### config.mk
export PLATFORM = sky130hd
export DESIGN_NAME = pipelined_cpu16
export DESIGN_NICKNAME = d
export VERILOG_FILES = /design/src/rtl/cpu16_pkg.sv /design/src/rtl/cpu16_alu.sv /design/src/rtl/pipelined_cpu16.sv
export SDC_FILE = /design/constraint.sdc
export NUM_CORES = 1
export LEC_CHECK = 0
export BUFFER_PORTS_ARGS = -buffer_cell sky130_fd_sc_hd__buf_2
export CAP_MARGIN = 20
export CORE_ASPECT_RATIO = 0.5
export CORE_MARGIN = 1
export CORE_UTILIZATION = 45
export CTS_CLUSTER_SIZE = 8
export DETAILED_ROUTE_END_ITERATION = 6
export HOLD_SLACK_MARGIN = 0.05
export MAX_ROUTING_LAYER = met4
export PLACE_DENSITY_LB_ADDON = 0.12
export SYNTH_ARGS = -nofsm -noshare
export SYNTH_HDL_FRONTEND = slang
export SYNTH_SLANG_ARGS = --single-unit
export TNS_END_PERCENT = 1
### constraint.sdc
create_clock -name clock -period 6.75 [get_ports clock]
set_clock_uncertainty 0.1 [all_clocks]
set_input_delay 0.3375 -clock clock [delete_from_list [all_inputs] [get_ports clock]]
set_output_delay 0.3375 -clock clock [all_outputs]
set_load 0.02 [all_outputs]
### src/rtl/cpu16_pkg.sv
// Shared ISA definitions for the 16-bit pipelined core: opcodes, run state,
// flag bit positions and small opcode-class helpers used by decode and writeback.
package cpu16_pkg;

    localparam logic [4:0] OP_NOP   = 5'b00000;
    localparam logic [4:0] OP_HALT  = 5'b00001;
    localparam logic [4:0] OP_LOAD  = 5'b00010;
    localparam logic [4:0] OP_STORE = 5'b00011;
    localparam logic [4:0] OP_SLL   = 5'b00100;
    localparam logic [4:0] OP_SLA   = 5'b00101;
    localparam logic [4:0] OP_SRL   = 5'b00110;
    localparam logic [4:0] OP_SRA   = 5'b00111;
    localparam logic [4:0] OP_ADD   = 5'b01000;
    localparam logic [4:0] OP_ADDI  = 5'b01001;
    localparam logic [4:0] OP_SUB   = 5'b01010;
    localparam logic [4:0] OP_SUBI  = 5'b01011;
    localparam logic [4:0] OP_CMP   = 5'b01100;
    localparam logic [4:0] OP_AND   = 5'b01101;
    localparam logic [4:0] OP_OR    = 5'b01110;
    localparam logic [4:0] OP_XOR   = 5'b01111;
    localparam logic [4:0] OP_LDIH  = 5'b10000;
    localparam logic [4:0] OP_ADDC  = 5'b10001;
    localparam logic [4:0] OP_SUBC  = 5'b10010;
    localparam logic [4:0] OP_JUMP  = 5'b11000;
    localparam logic [4:0] OP_JMPR  = 5'b11001;
    localparam logic [4:0] OP_BZ    = 5'b11010;
    localparam logic [4:0] OP_BNZ   = 5'b11011;
    localparam logic [4:0] OP_BN    = 5'b11100;
    localparam logic [4:0] OP_BNN   = 5'b11101;
    localparam logic [4:0] OP_BC    = 5'b11110;
    localparam logic [4:0] OP_BNC   = 5'b11111;

    localparam logic [15:0] NOP_IR = 16'h0000;

    typedef enum logic {
        IDLE = 1'b0,
        EXEC = 1'b1
    } state_t;

    localparam int CF = 0;
    localparam int ZF = 1;
    localparam int NF = 2;

    function automatic logic is_shift(input logic [4:0] op);
        return (op == OP_SLL) || (op == OP_SLA) || (op == OP_SRL) || (op == OP_SRA);
    endfunction

    function automatic logic is_cond_branch(input logic [4:0] op);
        return (op >= OP_BZ);
    endfunction

    // Add/sub family: these are the only ops that produce a new carry.
    function automatic logic is_arith(input logic [4:0] op);
        return (op == OP_ADD) || (op == OP_ADDI) || (op == OP_SUB) || (op == OP_SUBI) ||
               (op == OP_CMP) || (op == OP_ADDC) || (op == OP_SUBC);
    endfunction

    function automatic logic sets_flags(input logic [4:0] op);
        return is_arith(op) || is_shift(op) ||
               (op == OP_AND) || (op == OP_OR) || (op == OP_XOR);
    endfunction

    function automatic logic writes_reg(input logic [4:0] op);
        return (op == OP_LOAD) || (op == OP_LDIH) ||
               (sets_flags(op) && (op != OP_CMP));
    endfunction

endpackage

### src/rtl/cpu16_alu.sv
// Combinational ALU for the EX stage: computes the result and the candidate
// cf/zf/nf; the caller decides whether the flags are actually committed.
module cpu16_alu
    import cpu16_pkg::*;
(
    input  logic [4:0]  op,
    input  logic [15:0] a,
    input  logic [15:0] b,
    input  logic        cf_in,
    output logic [15:0] result,
    output logic        cf_out,
    output logic        zf_out,
    output logic        nf_out
);

    logic [16:0] wide;
    logic [15:0] sra_val;

    always_comb begin
        sra_val = 16'($signed(a) >>> b[3:0]);
        wide    = {1'b0, a} + {1'b0, b};
        case (op)
            OP_ADDC:                  wide = {1'b0, a} + {1'b0, b} + {16'b0, cf_in};
            OP_SUB, OP_SUBI, OP_CMP:  wide = {1'b0, a} - {1'b0, b};
            OP_SUBC:                  wide = {1'b0, a} - {1'b0, b} - {16'b0, cf_in};
            OP_AND:                   wide = {1'b0, a & b};
            OP_OR:                    wide = {1'b0, a | b};
            OP_XOR:                   wide = {1'b0, a ^ b};
            OP_SLL, OP_SLA:           wide = {1'b0, a << b[3:0]};
            OP_SRL:                   wide = {1'b0, a >> b[3:0]};
            OP_SRA:                   wide = {1'b0, sra_val};
            default:                  wide = {1'b0, a} + {1'b0, b};
        endcase
    end

    assign result = wide[15:0];
    // Bit 16 is carry for adds and borrow for subtracts.
    assign cf_out = is_arith(op) ? wide[16] : cf_in;
    assign zf_out = (wide[15:0] == 16'h0000);
    assign nf_out = wide[15];

endmodule

### src/rtl/pipelined_cpu16.sv
// 16-bit five-stage (IF/ID/EX/MEM/WB) in-order core with no hazard interlock.
// Define BRANCH_FLUSH_EN to squash the three younger instructions on a taken branch.
module pipelined_cpu16
    import cpu16_pkg::*;
(
    input  logic        clock,
    input  logic        reset,
    input  logic        enable,
    input  logic        start,
    input  logic [15:0] i_datain,
    input  logic [15:0] d_datain,
    output logic [7:0]  i_addr,
    output logic [7:0]  d_addr,
    output logic [15:0] d_dataout,
    output logic        d_we
);

    state_t      state;
    logic [7:0]  pc;
    logic [15:0] id_ir, ex_ir, mem_ir, wb_ir;
    logic [15:0] reg_A, reg_B, reg_C, reg_C1;
    logic [15:0] smdr, smdr1;
    logic [2:0]  flag;
    logic [15:0] gr [0:7];

    logic [4:0]  id_op, ex_op, mem_op, wb_op;
    logic [2:0]  id_r1, id_r2, id_r3, wb_rd;
    logic [15:0] reg_A_next, reg_B_next;
    logic [15:0] alu_result;
    logic        alu_cf, alu_zf, alu_nf;
    logic        branch_taken;
    logic        flush;
    logic        unused_bits;

    assign id_op  = id_ir[15:11];
    assign id_r1  = id_ir[10:8];
    assign id_r2  = id_ir[6:4];
    assign id_r3  = id_ir[2:0];
    assign ex_op  = ex_ir[15:11];
    assign mem_op = mem_ir[15:11];
    assign wb_op  = wb_ir[15:11];
    assign wb_rd  = wb_ir[10:8];

    assign unused_bits = ^{ex_ir[10:0], mem_ir[10:0], wb_ir[7:0]};

    assign i_addr    = pc;
    assign d_addr    = reg_C[7:0];
    assign d_dataout = smdr1;

    // Branches resolve in MEM against the flags as currently registered.
    always_comb begin
        case (mem_op)
            OP_JUMP, OP_JMPR: branch_taken = 1'b1;
            OP_BZ:            branch_taken = flag[ZF];
            OP_BNZ:           branch_taken = ~flag[ZF];
            OP_BN:            branch_taken = flag[NF];
            OP_BNN:           branch_taken = ~flag[NF];
            OP_BC:            branch_taken = flag[CF];
            OP_BNC:           branch_taken = ~flag[CF];
            default:          branch_taken = 1'b0;
        endcase
    end

`ifdef BRANCH_FLUSH_EN
    assign flush = branch_taken;
`else
    assign flush = 1'b0;
`endif

    // Operand selection for ID.
    always_comb begin
        reg_A_next = gr[id_r2];
        reg_B_next = gr[id_r3];
        if ((id_op == OP_LOAD) || (id_op == OP_STORE) || is_shift(id_op)) begin
            reg_A_next = gr[id_r2];
            reg_B_next = {12'b0, id_ir[3:0]};
        end else if ((id_op == OP_ADDI) || (id_op == OP_SUBI) ||
                     (id_op == OP_JMPR) || is_cond_branch(id_op)) begin
            reg_A_next = gr[id_r1];
            reg_B_next = {8'b0, id_ir[7:0]};
        end else if (id_op == OP_LDIH) begin
            reg_A_next = gr[id_r1];
            reg_B_next = {id_ir[7:0], 8'b0};
        end else if (id_op == OP_JUMP) begin
            reg_A_next = 16'h0000;
            reg_B_next = {8'b0, id_ir[7:0]};
        end
    end

    cpu16_alu u_alu (
        .op     (ex_op),
        .a      (reg_A),
        .b      (reg_B),
        .cf_in  (flag[CF]),
        .result (alu_result),
        .cf_out (alu_cf),
        .zf_out (alu_zf),
        .nf_out (alu_nf)
    );

    // Run state and IF stage.
    always_ff @(posedge clock or negedge reset) begin
        if (!reset) begin
            state <= IDLE;
            pc    <= 8'h00;
            id_ir <= NOP_IR;
        end else if (enable) begin
            case (state)
                IDLE: if (start) state <= EXEC;
                EXEC: if (wb_op == OP_HALT) state <= IDLE;
                default: state <= IDLE;
            endcase
            if (state == EXEC) begin
                id_ir <= flush ? NOP_IR : i_datain;
                pc    <= branch_taken ? reg_C[7:0] : pc + 8'd1;
            end
        end
    end

    // ID stage.
    always_ff @(posedge clock or negedge reset) begin
        if (!reset) begin
            ex_ir <= NOP_IR;
            reg_A <= 16'h0000;
            reg_B <= 16'h0000;
            smdr  <= 16'h0000;
        end else if (enable) begin
            ex_ir <= flush ? NOP_IR : id_ir;
            reg_A <= reg_A_next;
            reg_B <= reg_B_next;
            smdr  <= gr[id_r1];
        end
    end

    // EX stage.
    always_ff @(posedge clock or negedge reset) begin
        if (!reset) begin
            mem_ir <= NOP_IR;
            reg_C  <= 16'h0000;
            smdr1  <= 16'h0000;
            d_we   <= 1'b0;
            flag   <= 3'b000;
        end else if (enable) begin
            mem_ir <= flush ? NOP_IR : ex_ir;
            reg_C  <= alu_result;
            smdr1  <= smdr;
            d_we   <= (ex_op == OP_STORE) && !flush;
            if (sets_flags(ex_op) && !flush) begin
                flag[CF] <= alu_cf;
                flag[ZF] <= alu_zf;
                flag[NF] <= alu_nf;
            end
        end
    end

    // MEM stage.
    always_ff @(posedge clock or negedge reset) begin
        if (!reset) begin
            reg_C1 <= 16'h0000;
            wb_ir  <= NOP_IR;
        end else if (enable) begin
            reg_C1 <= (mem_op == OP_LOAD) ? d_datain : reg_C;
            wb_ir  <= mem_ir;
        end
    end

    // WB stage: one register per generate slice, written from reg_C1.
    generate
        for (genvar gi = 0; gi < 8; gi++) begin : g_gr
            logic [15:0] gr_q;
            always_ff @(posedge clock or negedge reset) begin
                if (!reset)
                    gr_q <= 16'h0000;
                else if (enable && writes_reg(wb_op) && (wb_rd == 3'(gi)))
                    gr_q <= reg_C1;
            end
            assign gr[gi] = gr_q;
        end
    endgenerate

endmodule

# Yosys cells after proc, flatten, opt, wreduce, memory -nomap -nowiden
# Index checks and enable logic that the tools add are counted.
[totals]
ff_bits = 301
output_inout_bits = 33
in_bits = 36
[op_classes]
shift = 3
bitwise_logic = 10
reduce_logical = 54
addsub = 5
magnitude_cmp = 4
muxes = 24
n_eq_ne = 60
[op_table]
columns = ["operator", "n"]
rows = [
  ["2-to-1 mux 16 bit", 15],
  ["one-hot mux 17 bit (9 select lines)", 1],
  ["binary-select mux 16 bit (select 3 bit)", 3],
  ["== test 5 x 4 -> 1 bit, second input constant", 18],
  ["== test 5 bit, second input constant", 16],
  ["== test 5 x 3 -> 1 bit, second input constant", 12],
  ["logical OR 1 bit", 36],
  ["== test 5 x 2 -> 1 bit, second input constant", 5],
  ["adder 16 x 16 -> 17 bit", 1],
  ["adder 17 x 1 -> 17 bit", 1],
  ["subtractor 16 x 16 -> 17 bit", 1],
  ["subtractor 17 x 1 -> 17 bit", 1],
  ["AND 16 bit", 1],
  ["zero test 16 bit", 1],
  ["OR 16 bit", 1],
  ["left shift 16 x 4 -> 16 bit", 1],
  ["right shift 16 x 4 -> 16 bit", 1],
  [">>> shifter 16 x 4 -> 16 bit", 1],
  ["bitwise XOR 16 bit", 1],
  ["== test 3 bit, second input constant", 4],
  [">= comparator 4 bit, second input constant", 3],
  ["inverter 3 -> 4 bit", 3],
  ["logical AND 1 bit", 10],
  ["adder 8 x 1 -> 8 bit, second input constant", 1],
  ["15 further kinds", 22],
]

# Longest topological paths before layout
# Gate-level depths: netlist (run 1).
[depth]
word_depth = 15
ltp_mapped = 17
ltp_nobuf = 15

# By module
# From an unflattened synthesis (run 1), not the netlist that was laid out.
[hier_totals]
cells_unflattened = 1776
hier_area_um2 = 19832.8
[by_module_without_submodules]
columns = ["mod", "seq_area_each_um2", "cells_each", "area_per_inst_um2", "n_inst"]
rows = [
  ["pipelined_cpu16", 6931.6, 987, 14253.7, 1],
  ["cpu16_alu", 0.0, 789, 5579.1, 1],
]

# Least setup slack after synthesis (run 1)
# No wires, ideal clock.
[synth_timing]
path_kind = "reg2reg"
from = "register reg_B[2]"
to = "register flag[1]"
setup_time_ns = 0.104
path_slack_ns = 2.058
t_arrival_ns = 4.488
path_stages_with_launch = 18
required_time_ns = 6.546
path_cell_list = "dfrtp_1 clkbuf_1 inv_2 buf_1 clkbuf_1 ha_1 buf_6 a211oi_2 nor2_1 nor4b_2 nand3_1 nor4_2 nand2_1 xnor2_1 a221oi_1 or4b_1 or3_1 o41ai_2"
[synth_between]
elab_chain_len = 4
word_cells_on_any_way = 12
classes_between = "add/sub: 4; shift: 3; mux: 1; bitwise: 3; reduce/logical: 1"
[synth_lines]
columns = ["element", "line_no", "rtl"]
rows = [
  ["from (decl)", "pipelined_cpu16.sv:21", "logic [15:0] reg_A, reg_B, reg_C, reg_C1;"],
  ["from (signal assigned)", "pipelined_cpu16.sv:130", "reg_B <= reg_B_next;"],
  ["subtractor 16 x 16 -> 17 bit or adder 16 x 16 -> 17 bit (tied branches)", "-", ""],
  ["subtractor 17 x 1 -> 17 bit or adder 17 x 1 -> 17 bit (tied branches)", "cpu16_alu.sv:25, cpu16_alu.sv:23", ""],
  ["one-hot mux 17 bit (9 select lines) (*)", "cpu16_alu.sv:22", "case (op)"],
  ["zero test 16 bit (*)", "cpu16_alu.sv:39", "assign zf_out = (wide[15:0] == 16'h0000);"],
  ["to (signal, indexed assignment)", "pipelined_cpu16.sv:149", "flag[CF] <= alu_cf;"],
  ["to (signal, indexed assignment)", "pipelined_cpu16.sv:150", "flag[ZF] <= alu_zf;"],
  ["to (signal, indexed assignment)", "pipelined_cpu16.sv:151", "flag[NF] <= alu_nf;"],
  ["to (decl)", "pipelined_cpu16.sv:23", "logic [2:0] flag;"],
]
# Every way passes the cells marked *; elsewhere a longest branch is shown, timed or not.
# A chain may end at the register's enable or synchronous reset.

# Worst setup path in the final report (run 1)
[layout_timing]
from = "register reg_B[3]"
to = "register flag[1]"
# Same word-level chain as after synthesis.

==> results of run 1 <==
[cell type report]
cell class	instances	area [um2]	area share, %
Antenna cell	5	12.5	0.0583
Clock buffer	41	1000	4.68
Clock inverter	4	73.8	0.344
Inverter	56	210	0.979
Multi-Input combinational cell	1331	11600	54.2
Sequential cell	277	6940	32.3
Tap cell	577	722	3.36
Timing Repair Buffer	129	863	4.02
[synth_stat cells (7+ instances only)]
library cell	n	area, um2
a31oi_1	14	87.6
a21o_1	12	90.1
xor2_1	9	78.8
a22oi_1	33	248
and2_1	9	56.3
clkbuf_1	86	323
dfrtp_1	277	6930
or3_1	11	68.8
o21ai_0	86	430
mux4_2	119	2680
o31ai_1	7	52.6
buf_4	12	90.1
nor2b_1	15	93.8
o211ai_1	16	120
ha_1	54	676
inv_1	53	199
mux2_2	215	2420
o22ai_1	23	144
nand3_1	24	120
buf_1	22	82.6
nor2_1	170	638
a211oi_1	18	135
nor3b_1	10	75.1
nand2_1	118	443
mux2i_1	51	510
xnor2_1	23	201
a21oi_1	72	360
nand2b_1	15	93.8
nor3_1	29	145
nor4_1	9	56.3
buf_2	10	50.1
o21ai_1	7	35.0
[per-layer routing]
| layer | track usage, % | share of wire [%] | up-vias |
|---|---|---|---|
| met5 | - | 0 | - |
| met4 | 9.09 | 2.5 | 0 |
| met3 | 4.99 | 7.3 | 102 |
| met2 | 46.8 | 44 | 622 |
| met1 | 46.9 | 46 | 8029 |
| li1 | - | - | 6807 |
[worst paths after layout]
kind                                           start               endpoint  slack (ns)  cells past startpoint
min in group asynchronous                      reset   reg_A[2]$_DFFE_PN0P_        0.36                      2
worst max register to register  reg_B[3]$_DFFE_PN0P_    flag[1]$_DFFE_PN0P_        1.84                     13
worst max-delay path            reg_B[3]$_DFFE_PN0P_    flag[1]$_DFFE_PN0P_        1.84                     13
max in group asynchronous                      reset    smdr[8]$_DFFE_PN0P_        4.77                      3
worst min-delay path                     d_datain[2]  reg_C1[2]$_DFFE_PN0P_        0.07                      3
worst min register to register  reg_C[8]$_DFFE_PN0P_   reg_C[8]$_DFFE_PN0P_        0.38                      1
[tightest hold or removal path, cell delays in order]
cell     delay, ns
buf_2         0.10
mux2i_1       0.07
a21oi_1       0.15
[power by group]
part	switching [mW]	internal (mW)	leakage [nW]
sequential	0.972	2.42	3.39
clock	0.750	1.06	0.525
combinational	4.20	3.21	4.86
total	5.92	6.69	8.77
[kinds of logic (layout without fill, tap and decap cells)]
| family | Yosys count | in the layout | share of synthesized area, % |
|---|---|---|---|
| compound gates | 387 | 387 | 13.7 |
| xor+xnor | 35 | 35 | 1.79 |
| fa+ha+maj | 56 | 56 | 3.70 |
| buf+inv | 192 | 230 | 4.25 |
| flops | 277 | 277 | 35.8 |
| mux | 385 | 385 | 29.0 |
| other cells | 0 | 5 | 0 |
| simple gates | 468 | 468 | 11.8 |
[per-stage QoR]
step,instances,hold slack (ns),utilization [%],setup slack [ns]
after detailed placement,2349,0.373,47.8,1.91
after CTS,2415,0.0527,50.9,1.90
after global routing,2418,0.0646,50.9,1.53
after global placement,2349,0.377,47.8,1.95
final,2420,0.0731,50.9,1.84
after floorplan,1800,-0.0581,-,2.06
[flip-flops by register name, summed over array words and instances, names as in the netlist]
register,flops
smdr,16
id_ir,16
i_addr,8
flag,3
d_we,1
mem_ir,8
g_gr.gr_q,128
reg_C,16
reg_B,16
d_dataout,16
wb_ir,8
reg_A,16
state,1
ex_ir,8
reg_C1,16
[repair_timing]
action / CTS / global route
setup buffers: 0 / 0
setup endpoints to repair: 0 / 0
hold buffers: 21 / 0
endpoints found under the hold margin: 134 / 0
==> reports/qor.yml, run 1 <==
status:
  status: "finished, final reports clean"
yosys:
  ys_warn_count: 0
  ys_types: 106
  ys_seq_area_share_pct: 35.8
  avgSynthCellArea_um2: 10.8
  synth_cells: 1800
  syn_nets: 1892
  ys_ff_latch: 277
  synth_edf_count: 0
  synth_ff_type: "dfrtp_1"
  ys_async_sr_fraction_pct: 100
  synth_area_um2: 19400
placed_design:
  place_hpwl_um: 49000
  gp_congestion: 1.01
  portBuffers: 68
  place_area_um2: 20200
worst_setup_path:
  startpoint_type: "register"
  critPathKind: "reg -> reg"
  cp_top_family: "simple AND/OR/NAND/NOR gates"
  endpoint_kind: "register"
  worstPathMaxFanout: 17
  worstPathCellList: "inv_1, ha_1, nand2_1, o31ai_4, a311o_1, nand2_1, nor4_2, nand2_1, xnor2_1, a221oi_1, or4b_1, or3_1, o41ai_2"
  cp_num_buf_inv: 1
  cpPeakStageDelay_ns: 0.77
  cp_common_cell: "nand2_1"
  cp_slowest_cell: "dfrtp_1"
  required_ns: 7.09
  cp.arrival_ns: 5.25
routing:
  via_per_inst: 6.43
  drc_errors: 0
  num_vias: 15600
  wl_per_cell_um: 28.0
  ant_nets: 0
  wl_um: 67800
  dr.first_iter.drc_count: 1413
  first_pass_iters: 5
timing:
  hold_viol: 0
  relSlewSlack_pct: 23.2
  rsz0062_at_grt: "no"
  timing.fmax_ghz: 0.204
  setup_viol: 0
  slew_violations: 0
  min_period_ns: 4.91
  worst_slew_pin_slew_ns: 1.15
  setup_tns_ns: 0
  finalCritPeriodShare_pct: 72.7
pwr:
  power.leakage_nw: 8.77
  power_mw: 12.6
  powerDensity_nw_per_um2: 587
  vdd_drop_max_v: 0.000250
clocking:
  clkTransAtPathRegs_ns: 0.06
  clk_path_buf_depth: 3
  postCtsResizedCells: 0
  cts_buffers: 40
  cts_sinks: 277
  cts.htree.levels: 2
  insertion_delay_ns: 0.56
  cts-root-buf: "clkbuf_16"
  cts_tree: "done"
floorplan:
  dieWidth_um: 295
  dieArea_um2: 43900
  coreArea_um2: 42200
  io_pins: 69
  fp.dieH_um: 149
  rows: 53
  initial_core_util_pct: 45.9
final_layout:
  final_area_um2: 21500
  final_cell_mix: "dfrtp_1 (274), mux2_2 (215), nor2_1 (169), mux4_2 (119), nand2_1 (118)"
  drive_gt1_share_pct: 29.2
  area_growth_pct: 10.9
  final_common_cell: "dfrtp_1"
  fillers: 3795
  layout.nets: 1927
global_route:
  grt_first_pass_wirelength_um: 102000
  grt_antenna_before_repair: 3
  grt_pass1_vias: 15200
  grt_usage_pct: 32.3
  overflow: 0
  grt_max_degree: 118
hold_path:
  min_path_type: "in -> reg"
run:
  max_cap_violations: 0
Note: power is estimated with default switching activity, not from simulation.
==> run 2: changes to the inputs <==
ABC_AREA = 1   (was not set)
clock period = 5 ns   (was 6.75 ns; I/O delays follow)
==> run 2 against run 1 <==
  * Clock-buffer cell count increased by 2
  * Sequential cell count unchanged
  * Utilization increased by 0.13 points
  * Highest routed layer unchanged
  * Cell area increased by 1.2%
  * Clock power increased by 37%
==> reports/qor.yml, run 2 <==
status:
  status: "finished, final reports clean"
clocking:
  insertion_delay_ns: 0.56  # about the same
  cts_buffers: 40  # unchanged
  cts_tree: "done"
  postCtsResizedCells: 0  # unchanged
  clk_path_buf_depth: 3  # unchanged
  cts-root-buf: "clkbuf_16"
  cts.htree.levels: 2  # unchanged
  cts_sinks: 277  # unchanged
  clkTransAtPathRegs_ns: 0.06  # about the same
global_route:
  use_met2_pct: 51.1  # +4.3 points
  grt_usage_pct: 36.5  # +4.1 points
  use_met1_pct: 52.6  # +5.7 points
  grt_pass1_vias: 19300  # +27%
  overflow: 0  # unchanged
  globalRouteMet3Util_pct: 7.51  # +2.5 points
  grt_antenna_before_repair: 3  # unchanged
  top_usage_layer: "met1"
  grt_max_degree: 127  # +7.6%
  grt_first_pass_wirelength_um: 120000  # +19%
floorplan:
  rows: 53  # unchanged
  dieWidth_um: 298  # +0.83%
  initial_core_util_pct: 46.2  # +0.34 points
  io_pins: 69  # unchanged
  fp.dieH_um: 150  # +0.83%
  coreArea_um2: 42600  # +0.94%
  dieArea_um2: 44600  # +1.7%
pwr:
  powerDensity_nw_per_um2: 715  # +22%
  vdd_drop_max_v: 0.000306  # +23%
  power.leakage_nw: 10.2  # +17%
routing:
  num_vias: 21400  # +37%
  drc_errors: 0  # unchanged
  ant_nets: 0  # unchanged
  wl_um: 79200  # +17%
  wl_per_cell_um: 22.2  # -21%
  dr.first_iter.drc_count: 2756  # +95%
  first_pass_iters: 6  # +1
  via_per_inst: 5.99  # -6.8%
timing:
  worst_slew_pin_slew_ns: 1.02  # -0.134 ns
  slew_violations: 0  # unchanged
  layout_setup_ws_ns: 1.25  # -0.597 ns
  setup_tns_ns: 0  # unchanged
  finalCritPeriodShare_pct: 75.1  # +2.4 points
  setup_viol: 0  # unchanged
  hold_viol: 0  # unchanged
  rsz0062_at_grt: "no"
  min_period_ns: 3.75  # -1.15 ns
  hold_ws_ns: 0.0837  # +0.0106 ns
  relSlewSlack_pct: 32.3  # +9.1 points
  timing.fmax_ghz: 0.266  # +31%
placed_design:
  gp_congestion: 1.05  # +4.4%
  post-place-ws_ns: 1.45  # -0.457 ns
  place_hpwl_um: 56200  # +15%
  portBuffers: 68  # unchanged
yosys:
  ys_top_cells_by_area: "dfrtp_1 (35%), nand2_1 (15%), o21ai_0 (12%)"
  synth_top_family_by_area: "simple AND/OR/NAND/NOR gates"
  avgSynthCellArea_um2: 6.61  # -39%
  yosys.area.top_type: "dfrtp_1"
  ys_types: 50  # -53%
  synth_top_area_share_pct: 35.2  # -0.59 points
  synth.most_common_cell: "nand2_1"
  synth_ff_type: "dfrtp_1"
  synthSimpleGateAreaFrac_pct: 29.3  # +18 points
  synth_area_um2: 19700  # +1.7%
  syn_nets: 3070  # +62%
  ys_async_sr_fraction_pct: 100  # unchanged
  yosys.area_share.adder_pct: 3.64  # -0.061 points
  synthTopCellsByCount: "nand2_1 (799), o21ai_0 (473), dfrtp_1 (277), inv_1 (265), nand3_1 (226)"
  muxShareOfSynthArea_pct: 0  # -29 points
  synth-xor-area-share_pct: 0.0445  # -1.7 points
  ys_ff_latch: 277  # unchanged
  synth_edf_count: 0  # unchanged
  ys_warn_count: 0  # unchanged
  synth_compound_area_share_pct: 22.4  # +8.7 points
  synth_cells: 2978  # +65%
  ys_seq_area_share_pct: 35.2  # -0.59 points
final_layout:
  drive_gt1_share_pct: 7.47  # -22 points
  area_growth_pct: 10.3
  final_cell_mix: "nand2_1 (799), o21ai_0 (473), dfrtp_1 (273), inv_1 (263), nand3_1 (226)"
  final_common_cell: "nand2_1"
  largest_reg_flops: 128  # unchanged
  top_register: "g_gr.gr_q"
  layout.nets: 3072  # +59%
worst_setup_path:
  worstPathMaxFanout: 14  # -3
  startpoint_type: "register"
  cpPeakStageDelay_ns: 0.66  # -0.11 ns
  endpoint_kind: "register"
  required_ns: 5.37  # -1.72 ns
  cp_num_buf_inv: 3  # +2
  cp_slowest_cell: "dfrtp_1"
  worstPathCellList: "inv_1, ha_1, nand2_1, nand2_1, inv_1, nand2_1, nand2_1, nand2_1, nand2_1, nand2_2, nand2_1, nor2_2, nand4_1, inv_1, nand2_1, nand3_1, nand3_1, o21ai_0, nand4_1, nand2_1"
  cp_top_family: "simple AND/OR/NAND/NOR gates"
  critPathKind: "reg -> reg"
  cp.arrival_ns: 4.12  # -1.13 ns
  cp_common_cell: "nand2_1"
hold_path:
  min_path_type: "in -> reg"
run:
  max_cap_violations: 0  # unchanged
## run 2: changes by cell type in the layout (fill, tap and decap cells not counted), sizes merged, moves of 119 or more
cell	previous run	this run
mux4	119	0
o21ai	93	489
a21oi	73	205
inv	56	282
mux2	215	0
nand3	24	234
nand2	118	814
## run 2: timing repair
action                    4_1_cts  5_1_grt
hold endpoints to repair      133        0
buffers inserted                0        0
hold buffers                   32        0
## run 2: layer usage
metal	vias to the layer above	wire length, um
li1	9916	-
met1	10100	35800
met2	1134	32300
met3	181	8770
met4	0	2240
met5	-	0
## run 2: where the power goes
part / switching [mW] / total, mW / internal (mW) / leakage, nW
Combinational: 6.62 / 9.12 / 2.51 / 6.15
Sequential: 0.847 / 3.94 / 3.09 / 3.58
Clock: 1.03 / 2.46 / 1.43 / 0.522
Total: 8.50 / 15.5 / 7.03 / 10.2
## run 2: worst register-to-register path, cell delays in order, from the launching register on
cell	delay, ns
dfrtp_1	0.66
inv_1	0.12
ha_1	0.59
nand2_1	0.10
nand2_1	0.10
inv_1	0.07
nand2_1	0.13
nand2_1	0.10
nand2_1	0.08
nand2_1	0.06
nand2_2	0.18
nand2_1	0.15
nor2_2	0.27
nand4_1	0.19
inv_1	0.09
nand2_1	0.06
nand3_1	0.13
nand3_1	0.08
o21ai_0	0.17
nand4_1	0.15
nand2_1	0.08
## run 2: cell families after synthesis
logic type / after synthesis
compound gates: 815
xor+xnor: 1
fa+ha+maj: 56
buf+inv: 465
flops: 277
simple gates: 1364
## run 2: final cells by class
type,instances,area (um2)
inverters,285,1080
flip-flops and latches,277,6940
diodes,2,5.00
fillers,4423,20900
well taps,577,722
repair buffers,140,998
multi-input cells,2236,10900
clock inverters,3,55.1
clock buffers,43,1010
## run 2: path summary, 6_finish.rpt
kind | start | endpoint | slack (ns) | depth (start not counted)
max | reg_B[3]$_DFFE_PN0P_ | flag[1]$_DFFE_PN0P_ | 1.25 | 20
max in group asynchronous | reset | reg_B[7]$_DFFE_PN0P_ | 3.64 | 3
min reg2reg | d_dataout[10]$_DFFE_PN0P_ | d_dataout[10]$_DFFE_PN0P_ | 0.36 | 2
min in group asynchronous | reset | g_gr[5].gr_q[13]$_DFFE_PN0P_ | 0.10 | 2
min | d_datain[11] | reg_C1[11]$_DFFE_PN0P_ | 0.08 | 3
max reg2reg | reg_B[3]$_DFFE_PN0P_ | flag[1]$_DFFE_PN0P_ | 1.25 | 20
## run 2: metrics by stage
step / cell area [um2] / power, mW / utilization [%] / std cells
finish: 21700 / 15.5 / 51.0 / 3563
global route: 21700 / 16.6 / 51.0 / 3563
CTS: 21700 / 15.2 / 51.0 / 3561
detailed placement: 20300 / 12.7 / 47.7 / 3483
global placement: 20300 / 12.7 / 47.7 / 3483
floorplan: 19700 / 9.76 / - / 2978
